## config.mk

```make
export PLATFORM = sky130hd
export DESIGN_NAME = engine_sequencer_flat
export DESIGN_NICKNAME = d
export VERILOG_FILES = /design/src/rtl/engine_sequencer_if.sv /design/src/rtl/engine_sequencer.sv /design/src/flat_wrapper.sv
export SDC_FILE = /design/constraint.sdc
export NUM_CORES = 1
export LEC_CHECK = 0
export CORE_MARGIN = 4
export CORE_UTILIZATION = 37
export CTS_CLUSTER_DIAMETER = 150
export DETAILED_ROUTE_END_ITERATION = 10
export PLACE_DENSITY = 0.84
export SETUP_SLACK_MARGIN = 0.5
export SKIP_LAST_GASP = 1
export SLEW_MARGIN = 20
export SYNTH_ARGS = -nofsm -noshare
export SYNTH_HDL_FRONTEND = slang
export SYNTH_SLANG_ARGS = --single-unit
```

## constraint.sdc

```tcl
create_clock -name HCLK -period 4.1 [get_ports HCLK]
set_input_delay 0.615 -clock HCLK [delete_from_list [all_inputs] [get_ports HCLK]]
set_output_delay 0.615 -clock HCLK [all_outputs]
set_load 0.02 [all_outputs]
```

## src/rtl/engine_sequencer_if.sv

```systemverilog
`default_nettype none
// ============================================================================
// Module      : engine_sequencer_if
// Description : Per-engine control bundle between the engine sequencer and
//               the engines it drives: reset, start pulse and completion.
// Revision    : 1.0 - initial release
// ============================================================================
interface engine_sequencer_if #(
    parameter int NUM_ENG = 4
) ();
    logic [NUM_ENG-1:0] eng_rst;
    logic [NUM_ENG-1:0] eng_start;
    logic [NUM_ENG-1:0] eng_done;

    // Sequencer side: drives reset/start, observes completion.
    modport master (output eng_rst, output eng_start, input eng_done);
    // Engine side: observes reset/start, reports completion.
    modport slave  (input eng_rst, input eng_start, output eng_done);
endinterface
`default_nettype wire

```

## src/rtl/engine_sequencer.sv

```systemverilog
`default_nettype none
// ============================================================================
// Module      : engine_sequencer
// Description : Round-robin sequencer sharing one datapath among NUM_ENG
//               engines. Each granted engine is held in reset, pulsed to
//               start, then awaited until done. Optional watchdog enabled by
//               defining SEQ_TIMEOUT_EN.
// Revision    : 1.0 - initial release
// ============================================================================
module engine_sequencer #(
    parameter int NUM_ENG        = 4,
    parameter int RST_CYCLES     = 4,
    parameter int TIMEOUT_CYCLES = 1024
) (
    input  wire                HCLK,
    input  wire                HRESET,
    input  wire  [31:0]        cfg_reset,
    input  wire  [31:0]        cfg_start,
    engine_sequencer_if.master eng,
    output logic [31:0]        finished,
    output logic [31:0]        timeout,
    output logic               busy,
    output logic [4:0]         cur_eng
);

    typedef enum logic [2:0] {
        S_IDLE  = 3'd0,
        S_RST   = 3'd1,
        S_START = 3'd2,
        S_WAIT  = 3'd3,
        S_DONE  = 3'd4
    } state_t;

    localparam logic [4:0] C_LAST_GRANT_RST = 5'(NUM_ENG - 1);
    localparam logic [7:0] C_RST_LAST       = 8'(RST_CYCLES - 1);

    // Parameter sanity: catch illegal configurations at elaboration.
    if (NUM_ENG < 1 || NUM_ENG > 32) begin : g_bad_num_eng
        $error("engine_sequencer: NUM_ENG must be 1..32");
    end
    if (RST_CYCLES < 1 || RST_CYCLES > 255) begin : g_bad_rst_cycles
        $error("engine_sequencer: RST_CYCLES must be 1..255");
    end
    if (TIMEOUT_CYCLES < 2 || TIMEOUT_CYCLES > 65535) begin : g_bad_timeout
        $error("engine_sequencer: TIMEOUT_CYCLES must be 2..65535");
    end

    // Control bits above NUM_ENG have no engine behind them.
    if (NUM_ENG < 32) begin : g_unused_hi
        logic w_unused_hi;
        assign w_unused_hi = ^{cfg_reset[31:NUM_ENG], cfg_start[31:NUM_ENG]};
    end

    state_t             r_state, w_state_n;
    logic [4:0]         r_grant, w_grant_n;
    logic [4:0]         r_last_grant, w_last_grant_n;
    logic [7:0]         r_rst_cnt, w_rst_cnt_n;
    logic [NUM_ENG-1:0] r_start_prev, r_pending, w_pending_n;
    logic [NUM_ENG-1:0] r_finished, w_finished_n;
    logic [NUM_ENG-1:0] w_cfg_reset, w_cfg_start, w_start_edge;
    logic [NUM_ENG-1:0] w_grant_oh, w_req, w_req_hi, w_pick_oh;
    logic [4:0]         w_pick_hi, w_pick_any, w_pick;
    logic               w_abort, w_done_g;
`ifdef SEQ_TIMEOUT_EN
    localparam logic [15:0] C_TO_LAST = 16'(TIMEOUT_CYCLES - 1);
    logic [NUM_ENG-1:0] r_timeout, w_timeout_n;
    logic [15:0]        r_wd_cnt, w_wd_cnt_n;
`endif

    assign w_cfg_reset  = cfg_reset[NUM_ENG-1:0];
    assign w_cfg_start  = cfg_start[NUM_ENG-1:0];
    // A reset engine cannot be started: its edges are dropped here.
    assign w_start_edge = w_cfg_start & ~r_start_prev & ~w_cfg_reset;
    assign w_req        = r_pending & ~w_cfg_reset;

    // Round-robin pick: lowest request above last_grant, else lowest overall.
    always_comb begin
        w_grant_oh = '0;
        w_req_hi   = '0;
        w_pick_oh  = '0;
        w_pick_hi  = '0;
        w_pick_any = '0;
        for (int i = 0; i < NUM_ENG; i++) begin
            w_grant_oh[i] = (r_grant == 5'(i));
            w_req_hi[i]   = w_req[i] && (5'(i) > r_last_grant);
        end
        for (int i = NUM_ENG - 1; i >= 0; i--) begin
            if (w_req_hi[i]) w_pick_hi  = 5'(i);
            if (w_req[i])    w_pick_any = 5'(i);
        end
        w_pick = (|w_req_hi) ? w_pick_hi : w_pick_any;
        for (int i = 0; i < NUM_ENG; i++) begin
            w_pick_oh[i] = (w_pick == 5'(i));
        end
    end

    assign w_abort  = |(w_cfg_reset & w_grant_oh);
    assign w_done_g = |(eng.eng_done & w_grant_oh);

    // Next-state and bookkeeping; a reset of the granted engine aborts any phase.
    always_comb begin
        w_state_n      = r_state;
        w_grant_n      = r_grant;
        w_last_grant_n = r_last_grant;
        w_rst_cnt_n    = r_rst_cnt;
        w_pending_n    = (r_pending | w_start_edge) & ~w_cfg_reset;
        w_finished_n   = r_finished & ~w_start_edge & ~w_cfg_reset;
`ifdef SEQ_TIMEOUT_EN
        w_timeout_n    = r_timeout & ~w_start_edge & ~w_cfg_reset;
        w_wd_cnt_n     = r_wd_cnt;
`endif
        case (r_state)
            S_IDLE: begin
                if (|w_req) begin
                    w_grant_n   = w_pick;
                    w_pending_n = w_pending_n & ~w_pick_oh;
                    w_rst_cnt_n = '0;
                    w_state_n   = S_RST;
                end
            end
            S_RST: begin
                if (w_abort) begin
                    w_state_n = S_IDLE;
                end else if (r_rst_cnt == C_RST_LAST) begin
                    w_state_n = S_START;
                end else begin
                    w_rst_cnt_n = r_rst_cnt + 8'd1;
                end
            end
            S_START: begin
                if (w_abort) begin
                    w_state_n = S_IDLE;
                end else begin
                    w_state_n = S_WAIT;
`ifdef SEQ_TIMEOUT_EN
                    w_wd_cnt_n = '0;
`endif
                end
            end
            S_WAIT: begin
                if (w_abort) begin
                    w_state_n = S_IDLE;
                end else if (w_done_g) begin
                    w_state_n = S_DONE;
                end
`ifdef SEQ_TIMEOUT_EN
                else if (r_wd_cnt == C_TO_LAST) begin
                    w_timeout_n = w_timeout_n | w_grant_oh;
                    w_state_n   = S_IDLE;
                end else begin
                    w_wd_cnt_n = r_wd_cnt + 16'd1;
                end
`endif
            end
            S_DONE: begin
                if (!w_abort) begin
                    w_finished_n   = w_finished_n | w_grant_oh;
                    w_last_grant_n = r_grant;
                end
                w_state_n = S_IDLE;
            end
            default: w_state_n = S_IDLE;
        endcase
    end

    // State and bookkeeping registers.
    always_ff @(posedge HCLK) begin
        if (HRESET) begin
            r_state      <= S_IDLE;
            r_grant      <= '0;
            r_last_grant <= C_LAST_GRANT_RST;
            r_rst_cnt    <= '0;
            r_start_prev <= '0;
            r_pending    <= '0;
            r_finished   <= '0;
`ifdef SEQ_TIMEOUT_EN
            r_timeout    <= '0;
            r_wd_cnt     <= '0;
`endif
        end else begin
            r_state      <= w_state_n;
            r_grant      <= w_grant_n;
            r_last_grant <= w_last_grant_n;
            r_rst_cnt    <= w_rst_cnt_n;
            r_start_prev <= w_cfg_start;
            r_pending    <= w_pending_n;
            r_finished   <= w_finished_n;
`ifdef SEQ_TIMEOUT_EN
            r_timeout    <= w_timeout_n;
            r_wd_cnt     <= w_wd_cnt_n;
`endif
        end
    end

    assign eng.eng_rst   = HRESET ? {NUM_ENG{1'b1}}
                                  : (w_cfg_reset | ((r_state == S_RST) ? w_grant_oh : '0));
    assign eng.eng_start = (r_state == S_START) ? w_grant_oh : '0;
    assign busy          = (r_state != S_IDLE);
    assign cur_eng       = (r_state == S_IDLE) ? 5'd0 : r_grant;
    assign finished      = 32'(r_finished);
`ifdef SEQ_TIMEOUT_EN
    assign timeout       = 32'(r_timeout);
`else
    assign timeout       = '0;
`endif

endmodule
`default_nettype wire

```

## src/flat_wrapper.sv

```systemverilog
// flat-port wrapper written by rule: the top's interface ports become plain ports
module engine_sequencer_flat 
#(
    parameter int NUM_ENG        = 4,
    parameter int RST_CYCLES     = 4,
    parameter int TIMEOUT_CYCLES = 1024
)
  (HCLK, HRESET, cfg_reset, cfg_start, finished, timeout, busy, cur_eng, eng_eng_rst, eng_eng_start, eng_eng_done);
  engine_sequencer_if #(.NUM_ENG(NUM_ENG)) eng_i ();
  input  wire HCLK;
  input  wire HRESET;
  input  wire  [31:0] cfg_reset;
  input  wire  [31:0] cfg_start;
  output logic [31:0] finished;
  output logic [31:0] timeout;
  output logic busy;
  output logic [4:0] cur_eng;
  output wire logic [$bits(eng_i.eng_rst)-1:0] eng_eng_rst;
  output wire logic [$bits(eng_i.eng_start)-1:0] eng_eng_start;
  input wire logic [$bits(eng_i.eng_done)-1:0] eng_eng_done;
  assign eng_eng_rst = eng_i.eng_rst;
  assign eng_eng_start = eng_i.eng_start;
  assign eng_i.eng_done = eng_eng_done;
  engine_sequencer #(.NUM_ENG(NUM_ENG), .RST_CYCLES(RST_CYCLES), .TIMEOUT_CYCLES(TIMEOUT_CYCLES)) u_core (.HCLK(HCLK), .HRESET(HRESET), .cfg_reset(cfg_reset), .cfg_start(cfg_start), .eng(eng_i), .finished(finished), .timeout(timeout), .busy(busy), .cur_eng(cur_eng));
endmodule
```

Word-level counts from Yosys, hierarchy flattened. Cells that the tools add are included.

Register bits after elaboration: 33. Input bits: 70. Output and inout port bits: 78.

$add $sub $neg: 1. Order comparisons: 4. Equality and inequality tests: 16. Multiplexer cells: 28. Bitwise logic cells: 17. Reductions and logical operators: 17.

Operators with widths (number): 4-bit bitwise AND (9); 4-bit two-way mux (7); 8-bit two-way mux (3); 5-bit by 2-bit == test with 1-bit output, second input constant (4); 2-bit two-way mux (10); 4-bit NOT (4); 8-bit case mux with 2 select lines (1); 4-bit OR reduction (4); 3-bit two-way mux (5); 4-bit OR (3); 3-bit case mux with 4 select lines (1); 5-bit by 1-bit == test with 1-bit output, second input constant (2); 1-bit by 5-bit greater-than comparator with 1-bit output, first input constant (2); 2-bit by 5-bit greater-than comparator with 1-bit output, first input constant (2); 5-bit zero test (2); 8-bit by 1-bit adder with 8-bit output, second input constant (1); 8-bit by 2-bit == test with 1-bit output, second input constant (1); 3-bit by 2-bit == test with 1-bit output, second input constant (2); 3-bit by 1-bit inequality test with 1-bit output, second input constant (2); 5-bit two-way mux (1); 1-bit logical AND (4); 2-bit inequality test, second input constant (2); 2-bit AND reduction (2); 4-bit AND reduction (1); 8 further kinds (8).

Longest topological paths before layout. Gate-level depths: netlist of run 1.

Word-level depth: 13. Gate-level depth with buffers: 6. Depth with buffers taken out: 5.

Worst setup path after synthesis of run 1. OpenSTA, ideal clock, no wires.

Kind: register -> output. From: register u_core.r_state[1]. To: output eng_eng_rst[0]. Data arrival time: 1478 ps. Setup slack: 2007 ps. Cell stages (with the launch flop): 5. Path buffers: 2. Cells stage by stage: dfxtp_1 > buf_6 > or3b_1 > buf_6 > o31ai_1.

Longest elaborated chain between the ends: 4.

RTL lines: start: declaration (RTL line engine_sequencer.sv:54) `state_t r_state, w_state_n;`; start signal: assignment (RTL line engine_sequencer.sv:181) `r_state <= w_state_n;`; 3-bit by 1-bit == test with 1-bit output (RTL line engine_sequencer.sv:196) `: (w_cfg_reset | ((r_state == S_RST) ? w_grant_oh : '0));`; 4-bit two-way mux (RTL line engine_sequencer.sv:196); 4-bit OR (RTL line engine_sequencer.sv:196); 4-bit two-way mux (RTL line engine_sequencer.sv:195) `assign eng.eng_rst = HRESET ? {NUM_ENG{1'b1}}`; end: declaration (RTL line flat_wrapper.sv:18) `output wire logic [$bits(eng_i.eng_rst)-1:0] eng_eng_rst;`.

Every way passes these cells.

Final worst setup path of run 1.
From: register u_core.r_state[0]. To: output eng_eng_rst[3].

Same word-level chain as after synthesis.

==> flow_metrics.py, run 1 <==
metrics = {
    "route": {
        "num_vias": 1548,
        "drtPass1Iterations": 4,
        "wl_met3_microns": 375,
        "drt-total-wl_mm": 4.02,
        "wl_met2_mm": 1.89,
        "ant_nets": 0,
        "drt-met1-wl_mm": 1.74,
        "drc_errors": 0,
        "wire_per_inst_microns": 12.1,
        "routed.top_layer": "met4",
        "drtIter0Drc": 110,
        "routed_via_density": 4.65,
    },
    "worst_setup_path": {
        "cp_cell_sequence": "or3b_1, o21ai_0, clkdlybuf4s50_1",
        "cp_num_buf_inv": 1,
        "cpMaxStageDelayCell": "clkdlybuf4s50_1",
        "start_kind": "flop",
        "cp_max_fo": 10,
        "cpLargestDelayFamily": "buffers and inverters",
        "crit_type": "reg -> out",
        "crit_arrival_ns": 2.28,
        "critPathMaxStageDelay_ns": 0.66,
        "critPathRequiredTime_ns": 3.48,
        "end_kind": "primary output",
    },
    "sta": {
        "setup_viol": 0,
        "skew_ns": 0.00353,
        "period_share": 0.707,
        "slew_headroom": 0.426,
        "period_minus_slack_ns": 2.90,
        "max_freq_mhz": 345,
        "final.setup.tns_ns": 0,
        "finalHoldViolCount": 0,
        "drv_slew": 0,
        "worst_pin_slew_ns": 0.854,
        "rsz0062_at_grt": "false",
    },
    "placement": {
        "place_congestion": 0.856,
        "io_buffers": 28,
        "dpl.hpwl_mm": 3.23,
        "dp_cells": 329,
    },
    "clock_tree": {
        "ctsResizeCount": 0,
        "htree_levels": 1,
        "cts_tree": "yes",
        "clkTransAtPathRegs_ns": 0.09,
        "postCtsHoldBufs": 0,
        "postCtsSetupRepairBufs": 0,
        "cts_root_buf": "clkbuf_8",
        "clock_sinks": 27,
        "clockBufferDepth": 2,
        "clkLatencyLatePin_ns": 0.27,
        "cts_buffers": 3,
    },
    "layout": {
        "nets": 335,
        "num-fill-cells": 543,
        "diodes": 0,
        "final_cell_count_no_fill": 333,
        "final_layout_size_suffix_gt1_frac": 0.0418,
        "area_delta_synth_final_pct": 6.91,
    },
    "floorplan": {
        "start_util": 0.379,
        "die_h_microns": 80.4,
        "std_cell_rows": 26,
        "die_w_microns": 80.4,
        "io_pins": 148,
        "core-area_sq_um": 5110,
        "die_area_sq_um": 6460,
    },
    "grt": {
        "grt_pass1_wl_mm": 6.24,
        "grt_start_max_net_pins": 15,
        "grt_pass1_vias": 1387,
        "grt_usage": 0.121,
        "antenna_found_initial": 0,
        "overflow": 0,
    },
    "logic_synthesis": {
        "ys_warn_count": 0,
        "synth.cell_area_sq_um": 1940,
        "synth_cell_types": 44,
        "ys_seq_elements": 27,
        "synth.area.top_cells": "dfxtp_1, buf_4, nor2_1, nor2b_1, nand2_1",
        "ys_seq_area_frac": 0.279,
        "syn_inst": 239,
        "synth_area_per_cell_sq_um": 8.11,
        "yosysTopAreaCell": "dfxtp_1",
        "synth.top_cell.area_share": 0.279,
    },
    "outcome": {
        "status": "finished, final reports clean",
    },
    "job": {
        "maxCapViolations": 0,
    },
    "power": {
        "leakagePower_uw": 0.000789,
        "ir_drop_mv": 0.131,
        "power_density_nw_per_um2": 273,
        "p_total_uw": 565,
    },
    "worst_hold_path": {
        "hold_class": "reg -> reg",
    },
}
[flip-flops by register name, summed over array words and instances, names as in the netlist]
register and flops:
u_core.r_grant 2, u_core.r_rst_cnt 8, u_core.r_last_grant 2, u_core.r_finished 4
u_core.r_state 3, u_core.r_start_prev 4, u_core.r_pending 4
[cell usage after synthesis, drive strengths merged]
cell type and number:
nor3 6, or3b 1, nand4 2, or4 1
clkbuf 5, o31ai 3, nor3b 3, a2111oi 1
and2 1, a31oi 4, a21oi 7, mux4 2
buf 66, xnor2 5, inv 6, o211ai 3
nand2b 7, nand2 19, o221a 2, nor2b 12
and4 1, mux2i 2, o221ai 3, a211oi 3
o2111ai 1, or2 1, nor4 3, a21boi 1
ha 1, a221oi 1, nand3b 1, nor4b 2
o22ai 1, o41ai 1, a31o 1, dfxtp 27
nor2 20, conb 1, o21a 1, nand3 5
o21ai 6
[final timing paths]
| check | end | cells past startpoint | slack (ns) | start |
|---|---|---|---|---|
| worst min register to register | u_core.r_finished[3] | 2 | 0.49 | u_core.r_finished[3] |
| worst max register to register | u_core.r_rst_cnt[2] | 4 | 1.90 | u_core.r_grant[1] |
| worst min-delay path | u_core.r_finished[3] | 2 | 0.49 | u_core.r_finished[3] |
| worst max-delay path | eng_eng_rst[3] | 3 | 1.20 | u_core.r_state[0] |
[routing by layer]
layer | vias up | global-route usage
li1 | 747 | -
met5 | - | 0
met4 | 0 | 0.0220
met3 | 4 | 0.0370
met1 | 714 | 0.147
met2 | 83 | 0.211
[per-stage QoR]
stage	area, sq um	hold WS [ns]	utilization	worst slack (ns)
floorplan	2170	0.480	-	2.01
global placement	2030	0.476	0.397	1.22
detailed placement	2030	0.481	0.397	1.20
CTS	2070	0.499	0.406	1.21
global route	2070	0.527	0.406	1.10
finish	2070	0.491	0.406	1.20
[final cells by class]
class	instances	area [sq um]	area share
Clock buffer	4	45.0	0.0217
Sequential cell	27	541	0.261
Tap cell	70	87.6	0.0423
Inverter	6	22.5	0.0109
Multi-Input combinational cell	197	1090	0.525
Timing Repair Buffer	29	288	0.139
[worst register-to-register path, cell delays in order, from the launching register on]
cell,delay [ns]
dfxtp_1,0.58
mux4_2,0.70
or2_1,0.30
or4_1,0.41
a21oi_1,0.14
[logic make-up (layout without fill, tap and decap cells)]
group / Yosys count / after routing / share of synthesized area
AND/OR/NAND/NOR: 85 / 85 / 0.233
buffers and inverters: 77 / 39 / 0.280
AO/OA/AOI/OAI: 39 / 39 / 0.144
flip-flops: 27 / 27 / 0.279
XOR/XNOR: 5 / 5 / 0.0226
multiplexers: 4 / 4 / 0.0336
adder cells (fa/ha/maj): 1 / 1 / 0.00645
other: 1 / 63 / 0.00193
[cell usage in the layout, fill, tap and decap left out, types with 2 or more instances in the layout]
cell type	instances
a21oi_1	7
nand2_1	19
o31ai_1	3
a31oi_1	4
dfxtp_1	27
xnor2_1	5
nand2b_1	7
inv_1	6
o211ai_1	3
clkbuf_8	3
nor3_1	6
o221ai_1	3
mux2i_1	2
nor4_1	3
o221a_2	2
nand3_1	5
nand4_1	2
a211oi_1	3
o21ai_0	6
clkdlybuf4s50_1	28
nor2_1	20
nor3b_1	3
nor2b_1	12
conb_1	63
mux4_2	2
[report_power, final]
group | switching, uW | internal (uW) | leakage [uW]
Combinational | 96.4 | 38.9 | 0.000546
Sequential | 9.58 | 269 | 0.000220
Clock | 81.0 | 69.6 | 0.0000228
Total | 187 | 378 | 0.000789
Note: power is estimated with default switching activity, not from simulation.
==> inputs of run 2 (changes only) <==
--- a/config.mk
+++ b/config.mk
@@ -6,10 +6,10 @@
 export NUM_CORES = 1
 export LEC_CHECK = 0
 export CORE_MARGIN = 4
-export CORE_UTILIZATION = 37
+export CORE_UTILIZATION = 31
 export CTS_CLUSTER_DIAMETER = 150
 export DETAILED_ROUTE_END_ITERATION = 10
-export PLACE_DENSITY = 0.84
+export PLACE_DENSITY = 0.75
 export SETUP_SLACK_MARGIN = 0.5
 export SKIP_LAST_GASP = 1
 export SLEW_MARGIN = 20
==> constraint.sdc (replaced) <==
create_clock -name HCLK -period 2.5 [get_ports HCLK]
set_input_delay 0.375 -clock HCLK [delete_from_list [all_inputs] [get_ports HCLK]]
set_output_delay 0.375 -clock HCLK [all_outputs]
set_load 0.02 [all_outputs]
==> flow_metrics.py, run 2 (same netlist as run 1, synthesis figures left out) <==
metrics = {
    "outcome": {
        "status": "finished, final reports clean",
    },
    "grt": {
        "grt_usage": 0.108,
        "antenna_found_initial": 0,
        "busiest_layer": "met2",
        "grt_pass1_wl_mm": 6.58,
        "grt_start_max_net_pins": 15,
        "grt_pass1_vias": 1376,
        "overflow": 0,
        "use_met3": 0.0303,
        "use_met1": 0.147,
        "grt_util_met2": 0.174,
    },
    "floorplan": {
        "std_cell_rows": 28,
        "core-area_sq_um": 5990,
        "die_w_microns": 87.1,
        "die_h_microns": 87.1,
        "die_area_sq_um": 7580,
        "io_pins": 148,
        "start_util": 0.324,
    },
    "clock_tree": {
        "htree_levels": 1,
        "cts_tree": "yes",
        "clkLatencyLatePin_ns": 0.27,
        "cts_root_buf": "clkbuf_8",
        "clock_sinks": 27,
        "clkTransAtPathRegs_ns": 0.09,
        "clockBufferDepth": 2,
        "postCtsHoldBufs": 0,
        "cts_buffers": 3,
    },
    "route": {
        "routed_via_density": 4.56,
        "wire_per_inst_microns": 12.2,
        "drc_errors": 0,
        "drtIter0Drc": 104,
        "drtPass1Iterations": 4,
        "num_vias": 1599,
        "ant_nets": 0,
        "drt-total-wl_mm": 4.27,
    },
    "placement": {
        "place_congestion": 0.866,
        "dpl.hpwl_mm": 3.40,
        "io_buffers": 28,
    },
    "worst_setup_path": {
        "crit_arrival_ns": 1.61,
        "cpLargestDelayFamily": "simple AND/OR/NAND/NOR gates",
        "cp_max_fo": 10,
        "cpMaxStageDelayCell": "or3b_4",
        "critPathMaxStageDelay_ns": 0.48,
        "cp_num_buf_inv": 1,
        "end_kind": "primary output",
        "critPathRequiredTime_ns": 2.12,
        "crit_type": "reg -> out",
        "cp_cell_sequence": "or3b_4, o21ai_2, clkdlybuf4s15_2",
        "start_kind": "flop",
    },
    "job": {
        "maxCapViolations": 0,
    },
    "power": {
        "p_comb_frac": 0.256,
        "switching_share": 0.331,
        "ir_drop_mv": 0.176,
        "leakagePower_uw": 0.000922,
        "pwr-share-clk": 0.261,
        "p_int_uw": 630,
        "switchingPower_uw": 312,
        "power_density_nw_per_um2": 431,
        "p_total_uw": 942,
        "p_seq_frac": 0.483,
    },
    "layout": {
        "diodes": 0,
        "area_delta_synth_final_pct": 12.9,
        "layout_commonest_cell": "conb_1",
        "top_register": "u_core.r_rst_cnt",
        "nets": 348,
        "final_layout_size_suffix_gt1_frac": 0.134,
        "largest_reg_flops": 8,
        "final_cell_mix": "conb_1, dfxtp_1, nor2_1",
    },
    "sta": {
        "drv_slew": 0,
        "max_freq_mhz": 503,
        "final.setup.tns_ns": 0,
        "setup_viol": 0,
        "skew_ns": 0.00290,
        "finalHoldViolCount": 0,
        "period_share": 0.795,
        "period_minus_slack_ns": 1.99,
        "rsz0062_at_grt": "true",
    },
    "worst_hold_path": {
        "hold_class": "reg -> reg",
    },
}
[run 2: worst reg2reg max path, delay by kind of cell, from the launching register on]
family          cells  cell delay [ns]
simple gates        2             0.67
mux                 1             0.59
flops               1             0.43
compound gates      1             0.15
[run 2: power groups by stage]
stage,Combinational (uW),Sequential (uW),Clock (uW)
floorplan,251,458,0
global placement,233,464,0
detailed placement,235,465,0
CTS,234,456,253
global route,262,458,270
finish,241,455,246
[run 2: layout make-up]
cell class / instances / area (sq um)
multi-input cells: 197 / 1110
repair buffers: 42 / 369
inverters: 6 / 22.5
fillers: 632 / 3800
flip-flops and latches: 27 / 546
well taps: 75 / 93.8
clock buffers: 4 / 45.0
[run 2: path summary, 6_finish.rpt]
check	depth (start not counted)	from	end	slack (ns)
worst min register to register	2	u_core.r_finished[3]	u_core.r_finished[3]	0.50
worst min-delay path	2	u_core.r_finished[3]	u_core.r_finished[3]	0.50
worst max-delay path	3	u_core.r_state[2]	eng_eng_rst[3]	0.51
worst max register to register	4	u_core.r_grant[1]	u_core.r_rst_cnt[2]	0.60
[run 2: per-layer routing]
layer / wire, microns / up-vias
met3: 394 / 2
met5: 0 / -
met2: 1980 / 68
li1: - / 773
met4: 10 / 0
met1: 1880 / 756
[run 2: timing repair]
item                       4_1_cts  5_1_grt
gates cloned                     0        0
buffers inserted                 0        4
pin swaps                        0        1
setup endpoints to repair       17       12
resized for setup               25       13
[run 2: metrics by stage]
stage,utilization,worst slack [ns],area [sq um],hold slack (ns),cells
final,0.365,0.512,2190,0.495,351
after global routing,0.365,0.467,2190,0.518,351
after CTS,0.357,0.408,2140,0.500,347
after detailed placement,0.351,0.146,2100,0.486,343
after global placement,0.351,0.189,2100,0.478,343
after floorplan,-,0.588,2170,0.480,301
